[src/rtl/prime_seq_pkg.sv]
// Shared types and constants for the prime_seq_engine block.
// Optional interrupt output is enabled by defining PRIME_SEQ_IRQ_EN.
package prime_seq_pkg;

  // Main sequencer states.
  typedef enum logic [2:0] {
    IDLE  = 3'd0,
    INIT  = 3'd1,
    CAND  = 3'd2,
    WAIT  = 3'd3,
    FOUND = 3'd4,
    NEXT  = 3'd5,
    DONE  = 3'd6
  } state_t;

  // Software-visible status codes held in the S register.
  localparam logic [1:0] ST_IDLE = 2'd0;
  localparam logic [1:0] ST_BUSY = 2'd1;
  localparam logic [1:0] ST_DONE = 2'd2;
  localparam logic [1:0] ST_OVF  = 2'd3;

  // Register offsets relative to the block base address.
  localparam int unsigned OFF_A   = 'h00;
  localparam int unsigned OFF_W   = 'h10;
  localparam int unsigned OFF_S   = 'h20;
  localparam int unsigned OFF_CNT = 'h30;

endpackage

[src/rtl/prime_seq_engine_if.sv]
// Register bus between a system-bus master and the prime_seq_engine.
// Strobe semantics: srd and swr are single-cycle pulses sampled on the rising
// clk edge; there is no back-pressure. A read sampled in cycle n presents its
// data on sdata_out in cycle n+1, and sdata_out holds until the next read.
interface prime_seq_engine_if #(
  parameter int ADDR_W = 16,
  parameter int DATA_W = 32
);
  logic [ADDR_W-1:0] saddress;
  logic              srd;
  logic              swr;
  logic [DATA_W-1:0] sdata_in;
  logic [DATA_W-1:0] sdata_out;

  modport master (output saddress, output srd, output swr, output sdata_in,
                  input  sdata_out);
  modport slave  (input  saddress, input  srd, input  swr, input  sdata_in,
                  output sdata_out);
endinterface

[src/rtl/prime_seq_rem.sv]
// Restoring remainder unit: one quotient bit per cycle, rem_valid pulses
// exactly DATA_W+1 cycles after start. abort drops any run in flight.
module prime_seq_rem #(
  parameter int DATA_W = 32
) (
  input  logic              clk,
  input  logic              n_reset,
  input  logic              start,
  input  logic              abort,
  input  logic [DATA_W-1:0] dividend,
  input  logic [DATA_W-1:0] divisor,
  output logic [DATA_W-1:0] rem,
  output logic              rem_valid
);
  localparam int CW = $clog2(DATA_W + 1);

  logic [DATA_W-1:0] dvd_q, dvs_q, rem_q;
  logic [CW-1:0]     cnt_q;
  logic              busy_q, valid_q;
  logic [DATA_W:0]   trial, diff;

  // Shift the next dividend bit into the partial remainder and try to subtract.
  assign trial = {rem_q, dvd_q[DATA_W-1]};
  assign diff  = trial - {1'b0, dvs_q};

  // Iteration control and partial remainder; diff[DATA_W] set means borrow.
  always_ff @(posedge clk or negedge n_reset) begin
    if (!n_reset) begin
      dvd_q   <= '0;
      dvs_q   <= '0;
      rem_q   <= '0;
      cnt_q   <= '0;
      busy_q  <= 1'b0;
      valid_q <= 1'b0;
    end else if (abort) begin
      busy_q  <= 1'b0;
      valid_q <= 1'b0;
    end else if (start) begin
      dvd_q   <= dividend;
      dvs_q   <= divisor;
      rem_q   <= '0;
      cnt_q   <= CW'(DATA_W);
      busy_q  <= 1'b1;
      valid_q <= 1'b0;
    end else if (busy_q) begin
      rem_q <= diff[DATA_W] ? trial[DATA_W-1:0] : diff[DATA_W-1:0];
      dvd_q <= dvd_q << 1;
      cnt_q <= cnt_q - CW'(1);
      if (cnt_q == CW'(1)) begin
        busy_q  <= 1'b0;
        valid_q <= 1'b1;
      end
    end else begin
      valid_q <= 1'b0;
    end
  end

  assign rem       = rem_q;
  assign rem_valid = valid_q;
endmodule

[src/rtl/prime_seq_engine.sv]
// Bus-mapped engine that finds the A-th prime by trial division and drives a
// running prime tally on gpio_out. Define PRIME_SEQ_IRQ_EN to add the irq output.
module prime_seq_engine
  import prime_seq_pkg::*;
#(
  parameter int                DATA_W = 32,
  parameter int                ADDR_W = 16,
  parameter int                GPIO_W = 16,
  parameter logic [ADDR_W-1:0] BASE   = 'h100
) (
  input  logic                 clk,
  input  logic                 n_reset,
  prime_seq_engine_if.slave    bus,
  output logic [31:0]          gpio_out,
`ifdef PRIME_SEQ_IRQ_EN
  output logic                 irq,
`endif
  output state_t               dbg_state_o
);
  localparam logic [ADDR_W-1:0] A_ADR   = BASE + ADDR_W'(OFF_A);
  localparam logic [ADDR_W-1:0] W_ADR   = BASE + ADDR_W'(OFF_W);
  localparam logic [ADDR_W-1:0] S_ADR   = BASE + ADDR_W'(OFF_S);
  localparam logic [ADDR_W-1:0] CNT_ADR = BASE + ADDR_W'(OFF_CNT);

  logic [1:0]        rst_sync_q;
  logic              rst_n;
  state_t            state_q, state_d;
  logic [DATA_W-1:0] a_q, a_d, w_q, w_d, cnt_q, cnt_d, cand_q, cand_d, div_q, div_d;
  logic [DATA_W:0]   sq_q, sq_d, sq_inc;
  logic [1:0]        s_q, s_d;
  logic [GPIO_W-1:0] tally_q, tally_d;
  logic [DATA_W-1:0] rdata_q, rdata_d;
  logic              wr_a, rem_start, rem_abort, rem_valid;
  logic [DATA_W-1:0] rem_div, rem;

  // Reset asserts immediately and releases two clk edges later.
  always_ff @(posedge clk or negedge n_reset) begin
    if (!n_reset) rst_sync_q <= 2'b00;
    else          rst_sync_q <= {rst_sync_q[0], 1'b1};
  end
  assign rst_n = rst_sync_q[1];

  assign wr_a   = bus.swr && (bus.saddress == A_ADR);
  // Next square: (div+1)^2 = div^2 + 2*div + 1, kept one bit wider than data.
  assign sq_inc = sq_q + {div_q, 1'b1};

  // Sequencer next-state; a write to A overrides everything and restarts.
  always_comb begin
    state_d   = state_q;
    a_d       = a_q;
    w_d       = w_q;
    cnt_d     = cnt_q;
    cand_d    = cand_q;
    div_d     = div_q;
    sq_d      = sq_q;
    s_d       = s_q;
    tally_d   = tally_q;
    rem_start = 1'b0;
    rem_abort = 1'b0;
    rem_div   = div_q;
    unique case (state_q)
      IDLE: ;
      INIT: begin
        if (a_q == '0) begin
          w_d     = '0;
          s_d     = ST_DONE;
          state_d = DONE;
        end else begin
          cand_d  = DATA_W'(2);
          state_d = CAND;
        end
      end
      CAND: begin
        div_d = DATA_W'(2);
        sq_d  = (DATA_W+1)'(4);
        if ((DATA_W+1)'(4) > {1'b0, cand_q}) begin
          state_d = FOUND;
        end else begin
          rem_start = 1'b1;
          rem_div   = DATA_W'(2);
          state_d   = WAIT;
        end
      end
      WAIT: begin
        if (rem_valid) begin
          if (rem == '0) begin
            state_d = NEXT;
          end else begin
            sq_d  = sq_inc;
            div_d = div_q + DATA_W'(1);
            if (sq_inc > {1'b0, cand_q}) begin
              state_d = FOUND;
            end else begin
              rem_start = 1'b1;
              rem_div   = div_q + DATA_W'(1);
            end
          end
        end
      end
      FOUND: begin
        w_d     = cand_q;
        cnt_d   = cnt_q + DATA_W'(1);
        tally_d = tally_q + GPIO_W'(1);
        if (cnt_q + DATA_W'(1) == a_q) begin
          s_d     = ST_DONE;
          state_d = DONE;
        end else begin
          state_d = NEXT;
        end
      end
      NEXT: begin
        if (cand_q == '1) begin
          s_d     = ST_OVF;
          state_d = DONE;
        end else begin
          cand_d  = cand_q + DATA_W'(1);
          state_d = CAND;
        end
      end
      DONE:    state_d = IDLE;
      default: state_d = IDLE;
    endcase
    if (wr_a) begin
      a_d       = bus.sdata_in;
      w_d       = '0;
      cnt_d     = '0;
      s_d       = ST_BUSY;
      state_d   = INIT;
      rem_start = 1'b0;
      rem_abort = 1'b1;
    end
  end

  // Read mux samples pre-write register values; A is write-only.
  always_comb begin
    rdata_d = rdata_q;
    if (bus.srd) begin
      if (bus.saddress == W_ADR)        rdata_d = w_q;
      else if (bus.saddress == S_ADR)   rdata_d = DATA_W'(s_q);
      else if (bus.saddress == CNT_ADR) rdata_d = cnt_q;
      else                              rdata_d = '0;
    end
  end

  // Architectural and working registers.
  always_ff @(posedge clk or negedge rst_n) begin
    if (!rst_n) begin
      state_q <= IDLE;
      a_q     <= '0;
      w_q     <= '0;
      cnt_q   <= '0;
      cand_q  <= '0;
      div_q   <= '0;
      sq_q    <= '0;
      s_q     <= ST_IDLE;
      tally_q <= '0;
      rdata_q <= '0;
    end else begin
      state_q <= state_d;
      a_q     <= a_d;
      w_q     <= w_d;
      cnt_q   <= cnt_d;
      cand_q  <= cand_d;
      div_q   <= div_d;
      sq_q    <= sq_d;
      s_q     <= s_d;
      tally_q <= tally_d;
      rdata_q <= rdata_d;
    end
  end

  prime_seq_rem #(.DATA_W(DATA_W)) u_rem (
    .clk       (clk),
    .n_reset   (rst_n),
    .start     (rem_start),
    .abort     (rem_abort),
    .dividend  (cand_q),
    .divisor   (rem_div),
    .rem       (rem),
    .rem_valid (rem_valid)
  );

`ifdef PRIME_SEQ_IRQ_EN
  logic irq_q, irq_set, irq_clr;
  assign irq_set = (s_q == ST_BUSY) && ((s_d == ST_DONE) || (s_d == ST_OVF));
  assign irq_clr = wr_a || (bus.srd && (bus.saddress == S_ADR));
  // Completion interrupt; a set wins over a clear in the same cycle.
  always_ff @(posedge clk or negedge rst_n) begin
    if (!rst_n)       irq_q <= 1'b0;
    else if (irq_set) irq_q <= 1'b1;
    else if (irq_clr) irq_q <= 1'b0;
  end
  assign irq = irq_q;
`endif

  assign bus.sdata_out = rdata_q;
  assign gpio_out      = 32'(tally_q);
  assign dbg_state_o   = state_q;
endmodule

[src/flat_wrapper.sv]
// flat-port wrapper written by rule: the top's interface ports become plain ports
module prime_seq_engine_flat import prime_seq_pkg::*;
#(
  parameter int                DATA_W = 32,
  parameter int                ADDR_W = 16,
  parameter int                GPIO_W = 16,
  parameter logic [ADDR_W-1:0] BASE   = 'h100
)
  (clk, n_reset, gpio_out, dbg_state_o, bus_saddress, bus_srd, bus_swr, bus_sdata_in, bus_sdata_out);
  prime_seq_engine_if #(.ADDR_W(ADDR_W), .DATA_W(DATA_W)) bus_i ();
  input  logic clk;
  input  logic n_reset;
  output logic [31:0] gpio_out;
  output state_t dbg_state_o;
  input wire logic [$bits(bus_i.saddress)-1:0] bus_saddress;
  input wire logic [$bits(bus_i.srd)-1:0] bus_srd;
  input wire logic [$bits(bus_i.swr)-1:0] bus_swr;
  input wire logic [$bits(bus_i.sdata_in)-1:0] bus_sdata_in;
  output wire logic [$bits(bus_i.sdata_out)-1:0] bus_sdata_out;
  assign bus_i.saddress = bus_saddress;
  assign bus_i.srd = bus_srd;
  assign bus_i.swr = bus_swr;
  assign bus_i.sdata_in = bus_sdata_in;
  assign bus_sdata_out = bus_i.sdata_out;
  prime_seq_engine #(.DATA_W(DATA_W), .ADDR_W(ADDR_W), .GPIO_W(GPIO_W), .BASE(BASE)) u_core (.clk(clk), .n_reset(n_reset), .bus(bus_i), .gpio_out(gpio_out), .dbg_state_o(dbg_state_o));
endmodule
[config.mk]
export PLATFORM = sky130hd
export DESIGN_NAME = prime_seq_engine_flat
export DESIGN_NICKNAME = d
export VERILOG_FILES = /design/src/rtl/prime_seq_pkg.sv /design/src/rtl/prime_seq_engine_if.sv /design/src/rtl/prime_seq_rem.sv /design/src/rtl/prime_seq_engine.sv /design/src/flat_wrapper.sv
export SDC_FILE = /design/constraint.sdc
export NUM_CORES = 1
export LEC_CHECK = 0
export BUFFER_PORTS_ARGS = -buffer_cell sky130_fd_sc_hd__buf_2
export CAP_MARGIN = 20
export CORE_MARGIN = 2
export CORE_UTILIZATION = 62
export CTS_BUF_LIST = sky130_fd_sc_hd__clkbuf_16
export DETAILED_ROUTE_END_ITERATION = 6
export GPL_TIMING_DRIVEN = 1
export HOLD_SLACK_MARGIN = 0.05
export PLACE_DENSITY_LB_ADDON = 0.1
export SLEW_MARGIN = 0
export SYNTH_ARGS = -nofsm -noshare
export SYNTH_HDL_FRONTEND = slang
export SYNTH_HIERARCHICAL = 1
export SYNTH_SLANG_ARGS = --single-unit
export TNS_END_PERCENT = 30
[constraint.sdc]
create_clock -name clk -period 13.9 [get_ports clk]
set_input_delay 0 -clock clk [delete_from_list [all_inputs] [get_ports clk]]
set_output_delay 0 -clock clk [all_outputs]
set_load 0.005 [all_outputs]
### Word-level counts from Yosys, hierarchy flattened

Index checks and enable logic that the tools add are counted.

* register bits after elaboration: 352
* input port bits: 52
* logic and storage cells: 125

* add/subtract/negate cells: 7
* $lt $le $gt $ge: 2
* eq/ne operators: 23
* mux-type cells: 58
* bitwise logic cells: 1
* reduce and logical (&&, ||, !) cells: 17

Operators with widths (number)
* $mux 32: 20
* $pmux 32 s2: 4
* $add 32x1->32 const B: 3
* $mux 33: 2
* $pmux 33 s2: 1
* $eq 16x9->1 const B: 4
* $logic_not 32->1: 2
* $add 33x33->33: 1
* $gt 33x32->1: 1
* $sub 33x32->33: 1
* $eq 32x32->1: 1
* $eq 32x32->1 const B: 1
* $gt 3x32->1 const A: 1
* $mux 3: 7
* $pmux 3 s6: 1
* $add 16x1->16 const B: 1
* $mux 1: 14
* $mux 6: 2
* $mux 2: 5
* $ne 3x1->1 const B: 3
* $reduce_and 3->1: 3
* $ne 2x2->1 const B: 4
* $ne 4x1->1 const B: 2
* $reduce_bool 2->1: 4
* 16 further kinds: 20

### Depth between registers and ports, before layout

Gate-level depths: netlist (run 1).

* depth in word-level cells: 9
* gate-level depth with buffers: 29
* depth with buffers taken out: 24

### Hierarchy

Netlist (run 1), hierarchy kept.

Modules (own cells, without submodules)
* prime_seq_engine: instances 1, cells each 1826, area an instance 15740.1 µm², sequential area each 6206.0 µm²
* prime_seq_rem: instances 1, cells each 704, area an instance 6241.0 µm², sequential area each 2602.5 µm²

### Worst setup path before layout (run 1)

No wires, ideal clock.

* kind: reg-to-reg
* start: reg u_core.div_q[4]
* end: reg u_core.u_rem.rem_q[16], in the netlist u_core/u_rem/rem[16]
* library setup time: 0.133 ns
* arrival time: 5.726 ns
* required time: 13.767 ns
* slack: 8.040 ns
* stages on the path, launching flop included: 29
* path buffers: 6
* cells stage by stage: dfrtp_1 ha_1 nand2_1 o31a_1 or3_4 and3_1 o31ai_4 a31oi_1 o21ai_0 xor2_1 ha_1 a21oi_1 o21ai_0 a211oi_1 nand3_1 a31o_2 a311o_1 buf_6 nand2b_4 a21boi_2 buf_6 and2_1 clkbuf_1 o21bai_1 clkbuf_1 clkbuf_1 buf_1 nand2_1 o21ai_0

* cells in the longest elaborated chain, start to end: 9

RTL lines
* start, declared: RTL line prime_seq_engine.sv:28 `logic [DATA_W-1:0] a_q, a_d, w_q, w_d, cnt_q, cnt_d, cand_q, cand_d, div_q, div_d;`
* start signal, assigned: RTL line prime_seq_engine.sv:164 `div_q <= div_d;`
* $add 33x33->33 *: RTL line prime_seq_engine.sv:45 `assign sq_inc = sq_q + {div_q, 1'b1};`
* $gt 33x32->1 *: RTL line prime_seq_engine.sv:91 `if (sq_inc > {1'b0, cand_q}) begin`
* $mux 1 *: RTL line prime_seq_engine.sv:91
* $mux 1 *: RTL line prime_seq_engine.sv:86 `if (rem == '0) begin`
* $mux 1 *: RTL line prime_seq_engine.sv:85 `if (rem_valid) begin`
* $pmux 1 s2 *: RTL line prime_seq_engine.sv:61 `unique case (state_q)`
* $mux 1 *: RTL line prime_seq_engine.sv:123 `if (wr_a) begin`
* net u_core.rem_start: RTL line prime_seq_engine.sv:33 `logic wr_a, rem_start, rem_abort, rem_valid;`
* $reduce_bool 2->1 (no source line)
* $reduce_and 2->1 (no source line)
* end signal, assigned: RTL line prime_seq_rem.sv:46 `rem_q <= diff[DATA_W] ? trial[DATA_W-1:0] : diff[DATA_W-1:0];`
* end, declared: RTL line prime_seq_rem.sv:17 `logic [DATA_W-1:0] dvd_q, dvs_q, rem_q;`

Mark *: on every way through the listed nets, which the timed path passes. The rest lies on a longest branch.
A chain may end at the register's enable or synchronous reset.

### Worst setup path after layout (run 1)

* start: reg u_core.div_q[12]
* end: reg u_core.u_rem.rem_q[31], in the netlist u_core/u_rem/rem[31]

Same word-level chain as after synthesis.

==> results of run 1 <==
-- placed cells by master (no fill, tap or decap), types with 10 or more instances in the layout --
| cell type | instances |
|---|---|
| buf_4 | 20 |
| nor3_1 | 73 |
| nand3_1 | 71 |
| o22ai_1 | 37 |
| nand2_1 | 373 |
| xnor2_1 | 115 |
| conb_1 | 17 |
| a21oi_1 | 135 |
| o31ai_1 | 13 |
| dlygate4sd3_1 | 74 |
| o21ai_0 | 185 |
| buf_2 | 102 |
| nand4_1 | 52 |
| inv_1 | 133 |
| xor2_1 | 44 |
| dfrtp_1 | 351 |
| or3_1 | 23 |
| a31oi_1 | 43 |
| and3_1 | 35 |
| nor4_1 | 39 |
| clkbuf_16 | 42 |
| ha_1 | 102 |
| nor2_1 | 154 |
| a21o_1 | 34 |
| and2_1 | 12 |
| and4_1 | 10 |
| a22o_1 | 66 |
| mux2i_1 | 91 |
| a211oi_1 | 17 |
| nor2b_1 | 12 |
-- power by group --
part / leakage (nW) / internal [mW] / switching, mW
registers: 4.52 / 1.25 / 0.287
logic: 6.07 / 0.838 / 1.29
clock network: 0.656 / 0.598 / 0.425
-- final timing paths --
check                                     start                  endpoint  slack, ps  cells after the start
max                            u_core/div_q[12]      u_core/u_rem/rem[31]       6860                     28
min                             bus_saddress[5]  u_core/bus.sdata_out[16]        170                      4
max reg2reg                    u_core/div_q[12]      u_core/u_rem/rem[31]       6860                     28
min reg2reg                u_core/rst_sync_q[1]         u_core/cand_q[27]        340                      0
max in group asynchronous  u_core/rst_sync_q[1]            u_core/a_q[16]      11790                      3
min in group asynchronous               n_reset      u_core/rst_sync_q[1]        280                      3
-- Yosys cell counts (66+ instances only) --
cell      count
inv_1       121
a21oi_1     136
ha_1        102
clkbuf_1     94
dfrtp_1     352
nand3_1      71
nand2_1     373
nor2_1      156
mux2i_1      91
o21ai_0     186
nor3_1       74
a22o_1       66
xnor2_1     115
-- layer usage --
| layer | vias to the layer above | global-route usage | part of all wire |
|---|---|---|---|
| met5 | - | 0 | 0 |
| met4 | 0 | 0.159 | 0.043 |
| met3 | 164 | 0.0578 | 0.067 |
| met2 | 764 | 0.559 | 0.48 |
| met1 | 9444 | 0.437 | 0.41 |
| li1 | 9204 | - | - |
-- flip-flops by register name, summed over array words and instances, names as in the netlist, 2 cells and up --
register	flops
u_core/u_rem/dvd_q	32
u_core/w_q	32
u_core/tally_q	16
u_core/a_q	32
u_core/u_rem/dvs_q	32
u_core/cnt_q	32
u_core/rst_sync_q	2
u_core/div_q	32
u_core/u_rem/rem	32
u_core/u_rem/cnt_q	6
u_core/s_q	2
u_core/cand_q	32
u_core/sq_q	33
u_core/bus.sdata_out	32
u_core/dbg_state_o	3
-- critical path: cells and delay by family, from the launching register on --
family	cells	cell delay, ps
AOI/OAI and AO/OA	13	2930
xor gates and xnor gates	1	220
adders and majority gates	2	700
buffers and inverters	4	1310
DFF	1	470
and+or+nand+nor	8	1240
-- cell type report --
| cell class | count | area [µm²] | area share |
|---|---|---|---|
| multi-input cells | 1910 | 12100 | 0.490 |
| clock inverters | 26 | 201 | 0.00817 |
| inverters | 122 | 458 | 0.0186 |
| flip-flops and latches | 352 | 8810 | 0.357 |
| clock buffers | 42 | 1050 | 0.0426 |
| repair buffers | 200 | 1490 | 0.0604 |
| well taps | 455 | 569 | 0.0231 |
-- through the flow --
stage | cell area (µm²) | worst slack, ps | util | total power [mW] | instances
2_1_floorplan | 22000 | 3360 | - | 3.11 | 2545
3_3_place_gp | 22600 | 6730 | 0.651 | 3.55 | 2962
3_5_place_dp | 22600 | 6590 | 0.651 | 3.60 | 2962
4_1_cts | 24600 | 6570 | 0.709 | 4.65 | 3104
5_1_grt | 24700 | 6450 | 0.710 | 5.01 | 3107
6_report | 24700 | 6860 | 0.710 | 4.69 | 3107
-- cell families after synthesis --
logic type,share of synthesized area
and+or+nand+nor,0.194
AOI/OAI and AO/OA,0.184
DFF,0.401
buffers and inverters,0.0545
xor gates and xnor gates,0.0634
adders and majority gates,0.0599
muxes,0.0435
other,0.000342
==> results.cfg, run 1 <==
[run_status]
status = complete, no violations

[timing]
fin_skew_ps = 24.4
max_freq_mhz = 142
fin_crit_ps = 7040
finalSetupViolCount = 0
slew_viol_final = 0
finalHoldViolCount = 0
rsz0062_at_grt = false
holdWs_ps = 167
tightestPinTransition_ps = 1120
setup_tns_ps = 0
period_share = 0.506
slew_headroom = 0.254

[clocking]
clk_latency_ps = 570
ctsResizeCount = 0
cts_buffers = 40
cts_sinks = 352
holdBufCountCts = 74
ctsHtreeMaxLevel = 2
tritoncts = done
postCtsSetupRepairBufs = 0
clock_path_buffers = 3
cts_root_buf = clkbuf_16
path_clk_slew_ps = 60

[setup_path]
worstPathMaxFanout = 40
criticalPathCategory = reg2reg
crit_path_end_kind = register
start_kind = register
path_common_cell = buf_4
cp.arrival_ps = 7480
cpPeakStageDelay_ps = 560
required_ps = 14340
slowest_stage = a211oi_1

[finish]
layout-drive-gt1-share = 0.0830
antenna_cells = 0
syn_to_final_growth_pct = 12.2
fillers = 2694
final_nets = 2782

[logic_synthesis]
syn_area_um2 = 22000
syn_inst = 2530
ys_top_cells_by_area = dfrtp_1 (40%), nand2_1 (6.4%), ha_1 (5.8%)
avgSynthCellArea_um2 = 8.69
yosysTopAreaCell = dfrtp_1
synth_cell_types = 89
synth_edf_count = 0
ys_warn_count = 6
ys_seq_elements = 352
synth-async-reset-ratio = 1.00
synth_top_area_share = 0.401
synth_flop_cell = dfrtp_1
ys_seq_area_frac = 0.401

[min_path]
hp-class = in2reg

[global_route]
grt_overflow = 0
grt_pass1_vias = 18623
gr-usage-all-layers = 0.339
grt_pass1_wl_mm = 98.8
grt_antenna_before_repair = 0
grt_max_degree = 175

[die]
pin_count = 119
die_w_um = 192
dieArea_um2 = 37000
core_area_um2 = 34700
fp-row-count = 68
die_h_um = 192
start_util = 0.633

[detailed_routing]
antenna_left = 0
drc = 0
wl_mm = 62.4
post_drt_wl_per_cell_um = 20.1
post_drt_via_cell_ratio = 6.30
drt-initial-drc-count = 1416
vias = 19576
drt_pass1_iterations = 6

[placed_design]
io_buffer_count = 102
hpwl_mm = 43.0
gp_congestion = 0.937

[power_and_ir_drop]
leakage_nw = 11.2
ir_worst_vdd_mv = 0.138
p_per_area_nw_per_um2 = 190

[flow_run]
maxCapViolCount = 0
Power figures use the tool's default switching activity.
==> run 2: changes to the inputs <==
==> constraint.sdc (replaced) <==
create_clock -name clk -period 6.66 [get_ports clk]
set_input_delay 0 -clock clk [delete_from_list [all_inputs] [get_ports clk]]
set_output_delay 0 -clock clk [all_outputs]
set_load 0.005 [all_outputs]
==> run 2 against run 1 <==
Effect of this change:
- non-clock buffer count up 1
- design area decreased by 0.32%
- hold slack improved by 13 ps
- global-route usage is 0.32 points higher
- maximum frequency increased by 15%
- wire length grew 1.5%
- core utilization fell by 0.23 points
- critical path depth down 7
- sequential share of layout area grew 0.11 points
- critical path type unchanged
- largest power group unchanged
==> results.cfg, run 2 (synthesized netlist as in run 1, its figures left out) <==
[run_status]
status = complete, no violations

[detailed_routing]
drt-initial-drc-count = 1680
drc = 0
post_drt_via_cell_ratio = 6.32
vias = 19635
antenna_left = 0
post_drt_wl_per_cell_um = 20.4
wl_mm = 63.3
drt_pass1_iterations = 6

[power_and_ir_drop]
p_per_area_nw_per_um2 = 396
ir_worst_vdd_mv = 0.266
leakage_nw = 11.2

[die]
pin_count = 119
dieArea_um2 = 37000
die_w_um = 192
die_h_um = 192
start_util = 0.633
core_area_um2 = 34700
fp-row-count = 68

[placed_design]
dp_slack_ps = 722
hpwl_mm = 43.3
io_buffer_count = 102
dp.cells = 2966
gp_congestion = 1.00

[finish]
finalNonFillerCells = 3107
layout-drive-gt1-share = 0.0833
fillers = 2722
final_nets = 2782
regMostFlops = u_core/sq_q
mostFrequentLayoutCell = nand2_1
fin_util = 0.708
layout_common_cells = nand2_1 (373), dfrtp_1 (351), o21ai_0 (185)
antenna_cells = 0
largest_reg_flops = 33
syn_to_final_growth_pct = 11.8

[clocking]
ctsHtreeMaxLevel = 2
clock_path_buffers = 3
clk_latency_ps = 570
cts_root_buf = clkbuf_16
cts_buffers = 39
tritoncts = done
ctsResizeCount = 0
path_clk_slew_ps = 60
cts_sinks = 352

[timing]
setup_tns_ps = 0
finalSetupViolCount = 0
tightestPinTransition_ps = 1090
layout_setup_ws_ps = 552
slew_headroom = 0.274
slew_viol_final = 0
fin_skew_ps = 14.1
rsz0062_at_grt = false
max_freq_mhz = 164
finalHoldViolCount = 0
fin_crit_ps = 6110
period_share = 0.917

[setup_path]
r2r_end = u_core/u_rem/rem[31]
r2r_slack_ps = 550
criticalPathCategory = reg2reg
path_common_cell = ha_1
cp.arrival_ps = 6590
path_cells = ha_1 > nand2_1 > o31a_1 > or3_4 > and3_1 > o31ai_4 > a21oi_1 > a311oi_1 > xor2_1 > ha_1 > nand3_1 > nor4_1 > a31oi_1 > a311o_1 > nand2b_4 > a21boi_2 > and2_2 > or3b_2 > o31ai_1 > o41ai_1 > nor3_1
r2r_start = u_core/div_q[3]
cpPeakStageDelay_ps = 760
worst_path_dominant_cell_family = simple AND/OR/NAND/NOR gates
reg2reg_depth = 21
timing.critical_path.buf_inv = 0
crit_path_end_kind = register
start_kind = register
worstPathMaxFanout = 25
slowest_stage = or3b_2
required_ps = 7140

[global_route]
grt_antenna_before_repair = 0
grt_pass1_vias = 18769
grt_overflow = 0
gr-usage-all-layers = 0.342
grt_pass1_wl_mm = 100
grt_max_degree = 160

[min_path]
hp-class = in2reg
whs_endpoint = u_core/bus.sdata_out[15]
worstHoldStart = bus_saddress[5]
holdPathStages = 4

[flow_run]
maxCapViolCount = 0
==> run 2: changes by cell type in the layout (fill, tap and decap cells not counted), sizes merged <==
| cell | before | now |
|---|---|---|
| clkinvlp | 0 | 1 |
| clkinv | 11 | 15 |
| buf | 126 | 127 |
| inv | 134 | 130 |
| clkbuf | 42 | 40 |
==> run 2: how the worst max path moves through the flow <==
stage / depth (start not counted) / endpoint / startpoint / slack (ps)
finish: 21 / u_core/u_rem/rem[31] / u_core/div_q[3] / 550
global route: 23 / u_core/u_rem/rem[30] / u_core/div_q[4] / 230
CTS: 20 / u_core/u_rem/rem[23] / u_core/div_q[4] / 670
detailed placement: 21 / u_core/u_rem/rem[31] / u_core/div_q[4] / 720
global placement: 22 / u_core/u_rem/rem[23] / u_core/div_q[4] / 790
floorplan: 28 / u_core/u_rem/rem[16] / u_core/div_q[4] / 800
==> run 2: power by group <==
part	internal (mW)	switching (mW)
Combinational	1.74	2.68
Clock	1.20	0.891
Sequential	2.60	0.614
Total	5.54	4.19
==> run 2: layout make-up <==
type,instances,area [µm²],share of cell area
clock inverter,27,210,0.00855
timing repair buffer,201,1450,0.0590
tap,455,569,0.0232
clock buffer,40,1000,0.0407
sequential,352,8810,0.358
multi-input combinational,1910,12100,0.491
inverter,122,458,0.0186
==> run 2: routing by layer <==
metal	global-route usage	routed length (µm)
met2	0.567	30100
met3	0.0460	4000
met4	0.162	3140
met5	0	0
met1	0.446	26100
==> run 2: worst reg2reg max path, cell delays in order (launching register included) <==
cell      delay [ps]
dfrtp_1          470
ha_1             400
nand2_1           90
o31a_1           320
or3_4            440
and3_1           210
o31ai_4          340
a21oi_1          140
a311oi_1         330
xor2_1           380
ha_1             330
nand3_1          130
nor4_1            80
a31oi_1          190
a311o_1          190
nand2b_4         210
a21boi_2          90
and2_2           290
or3b_2           760
o31ai_1          330
o41ai_1          110
nor3_1           220
==> run 2: metrics by stage <==
stage          cell area, µm²  total power, mW  hold slack [ps]
6_report                24600             9.73              180
5_1_grt                 24600             10.4              191
4_1_cts                 24600             9.67              154
3_5_place_dp            22600             7.54             -211
3_3_place_gp            22600             7.42             -213
2_1_floorplan           22000             6.49             -296
==> run 2: repair_timing <==
item                       4_1_cts  5_1_grt
hold buffers                    74        0
setup buffers                    0        0
setup endpoints to repair        0        0
hold endpoints to repair        49        0
==> run 3: changes to the inputs <==
--- a/config.mk
+++ b/config.mk
@@ -5,10 +5,11 @@
 export SDC_FILE = /design/constraint.sdc
 export NUM_CORES = 1
 export LEC_CHECK = 0
+export ABC_AREA = 1
 export BUFFER_PORTS_ARGS = -buffer_cell sky130_fd_sc_hd__buf_2
 export CAP_MARGIN = 20
 export CORE_MARGIN = 2
-export CORE_UTILIZATION = 62
+export CORE_UTILIZATION = 63
 export CTS_BUF_LIST = sky130_fd_sc_hd__clkbuf_16
 export DETAILED_ROUTE_END_ITERATION = 6
 export GPL_TIMING_DRIVEN = 1
==> run 3 against run 2 <==
Effect of this change:
- maximum frequency shrank 0.74%
- core utilization grew 0.31 points
- sequential power shrank 13%
- global-route usage grew 4.0 points
- register-to-register slack lost 50 ps
- critical path type unchanged
- critical endpoint is now u_core/u_rem/cnt_q[5]
- design area grew 5.4%
- clock power grew 6%
- clock-buffer cell count grew 1
- power grew 1.2%
==> results.cfg, run 3 <==
[run_status]
status = complete, no violations

[logic_synthesis]
ys_seq_elements = 352
ys_seq_area_frac = 0.380
syn_area_um2 = 23200
synth_common_cells = nand2_1 (877), inv_1 (490), dfrtp_1 (352)
ys_warn_count = 6
synth_flop_cell = dfrtp_1
syn_inst = 3246
ys_top_cells_by_area = dfrtp_1 (38%), nand2_1 (14%), inv_1 (7.9%)
avgSynthCellArea_um2 = 7.14
synth_cell_types = 60
synth_top_area_share = 0.380
synth_edf_count = 0
yosysMostFrequentCell = nand2_1
yosysTopAreaCell = dfrtp_1
synth-async-reset-ratio = 1.00

[die]
die_w_um = 196
pin_count = 119
die_h_um = 196
start_util = 0.636
dieArea_um2 = 38300
fp-row-count = 70
core_area_um2 = 36400

[finish]
layout_common_cells = nand2_1 (874), inv_1 (499), dfrtp_1 (351)
multi_input_area_um2 = 12000
antenna_cells = 0
mostFrequentLayoutCell = nand2_1
final_nets = 3532
fin_util = 0.711
design_area_um2 = 25900
layout-drive-gt1-share = 0.0743
regMostFlops = u_core/sq_q
largest_reg_flops = 33
fillers = 2984
syn_to_final_growth_pct = 11.9
layout.area.seq_um2 = 8810

[setup_path]
slowest_stage = fa_1
path_common_cell = nand2_1
r2r_start = u_core/div_q[0]
required_ps = 7100
reg2reg_depth = 39
cp.arrival_ps = 6600
start_kind = register
cpPeakStageDelay_ps = 500
criticalPathCategory = reg2reg
r2r_slack_ps = 510
crit_path_end_kind = register
worstPathMaxFanout = 34
r2r_end = u_core/u_rem/cnt_q[5]

[min_path]
holdPathStages = 5
whs_endpoint = u_core/bus.sdata_out[2]
worstHoldStart = bus_saddress[0]
hp-class = in2reg

[clocking]
ctsHtreeMaxLevel = 2
tritoncts = done
cts_sinks = 352
cts_buffers = 40
cts_root_buf = clkbuf_16
path_clk_slew_ps = 60
clk_latency_ps = 580
clock_path_buffers = 3

[global_route]
grt_pass1_vias = 22360
grt_max_degree = 166
grt_antenna_before_repair = 0
grt_pass1_wl_mm = 116
grt_overflow = 0
gr-usage-all-layers = 0.382

[detailed_routing]
drt_pass1_iterations = 6
antenna_left = 0
wl_mm = 72.2
post_drt_wl_per_cell_um = 18.6
post_drt_via_cell_ratio = 5.81
drt-initial-drc-count = 2023
drc = 0
vias = 22524

[timing]
finalHoldViolCount = 0
max_freq_mhz = 163
period_share = 0.924
fin_skew_ps = 21.9
tightestPinTransition_ps = 1110
finalSetupViolCount = 0
fin_crit_ps = 6150
slew_viol_final = 0
rsz0062_at_grt = false
setup_tns_ps = 0
slew_headroom = 0.255

[flow_run]
maxCapViolCount = 0

[power_and_ir_drop]
leakage_nw = 13.2
ir_worst_vdd_mv = 0.232
p_per_area_nw_per_um2 = 380

[placed_design]
placed_cell_area_um2 = 24000
io_buffer_count = 102
hpwl_mm = 52.3
gp_congestion = 0.992
-- run 3: cell count changes in the layout (fill, tap and decap cells not counted), moves of 36 or more --
| cell | previous run | this run |
|---|---|---|
| xnor2_1 | 115 | 31 |
| inv_1 | 127 | 499 |
| nor2_1 | 154 | 279 |
| mux2i_1 | 91 | 0 |
| xor2_1 | 44 | 113 |
| nand2_1 | 373 | 874 |
| a31oi_1 | 43 | 1 |
| nand3_1 | 71 | 149 |
| o22ai_1 | 37 | 73 |
| a22o_1 | 66 | 23 |
-- run 3: worst max path at each step --
stage / to / slack [ps] / from / cells past startpoint
floorplan: u_core/a_q[0] / 910 / u_core/rst_sync_q[1] / 0
global placement: u_core/u_rem/cnt_q[5] / 800 / u_core/div_q[0] / 39
detailed placement: u_core/u_rem/cnt_q[5] / 650 / u_core/div_q[0] / 39
CTS: u_core/u_rem/cnt_q[5] / 600 / u_core/div_q[0] / 39
global route: u_core/u_rem/cnt_q[5] / 20 / u_core/div_q[0] / 39
finish: u_core/u_rem/cnt_q[5] / 510 / u_core/div_q[0] / 39
-- run 3: area by class of cell --
| class | count | area share |
|---|---|---|
| Sequential cell | 352 | 0.340 |
| Timing Repair Buffer | 179 | 0.0492 |
| Multi-Input combinational cell | 2295 | 0.464 |
| Inverter | 508 | 0.0736 |
| Clock inverter | 32 | 0.0112 |
| Clock buffer | 41 | 0.0396 |
| Tap cell | 468 | 0.0226 |
-- run 3: layer usage --
layer	global-route usage	vias up	share of wire	wire length (µm)
met5	0	-	0	0
met4	0.219	0	0.059	4280
met3	0.0516	251	0.064	4590
met2	0.663	1000	0.49	35100
met1	0.460	10620	0.39	28200
li1	-	10653	-	-
-- run 3: logic make-up after synthesis --
group                      Yosys count  synth area share
muxes                                1          0.000486
and+or+nand+nor                   1525             0.280
buffers and inverters              614             0.105
adders and majority gates          104            0.0568
other                                2          0.000324
xor gates and xnor gates           145            0.0554
AOI/OAI and AO/OA                  503             0.122
DFF                                352             0.380
-- run 3: metrics by stage --
stage | instances | setup WS, ps | hold slack (ps) | power (mW)
after floorplan | 3261 | 909 | -296 | 6.34
after global placement | 3742 | 802 | -217 | 7.41
after CTS | 3873 | 602 | 71.8 | 9.81
after global routing | 3875 | 19.5 | 185 | 10.6
after detailed placement | 3743 | 648 | -214 | 7.55
final | 3875 | 506 | 141 | 9.85
-- run 3: repair_timing --
item                       CTS  global route
resized for setup            0             1
buffers inserted             0             0
hold endpoints to repair    44             0
hold buffers                57             0
setup endpoints to repair    0             1
-- run 3: report_power, final --
part           internal, mW  leakage [nW]  switching [mW]  total, mW
clock                  1.28         0.671           0.933       2.21
sequential             2.51          4.58           0.281       2.79
combinational          1.52          7.95            3.32       4.85
total                  5.31          13.2            4.54       9.85
-- run 3: worst max-delay path, delay by kind of cell (launching register included) --
| family | cells | cell delay [ps] |
|---|---|---|
| buf+inv | 4 | 410 |
| compound gates | 8 | 1330 |
| simple gates | 25 | 2970 |
| fa+ha+maj | 2 | 780 |
| flops | 1 | 480 |
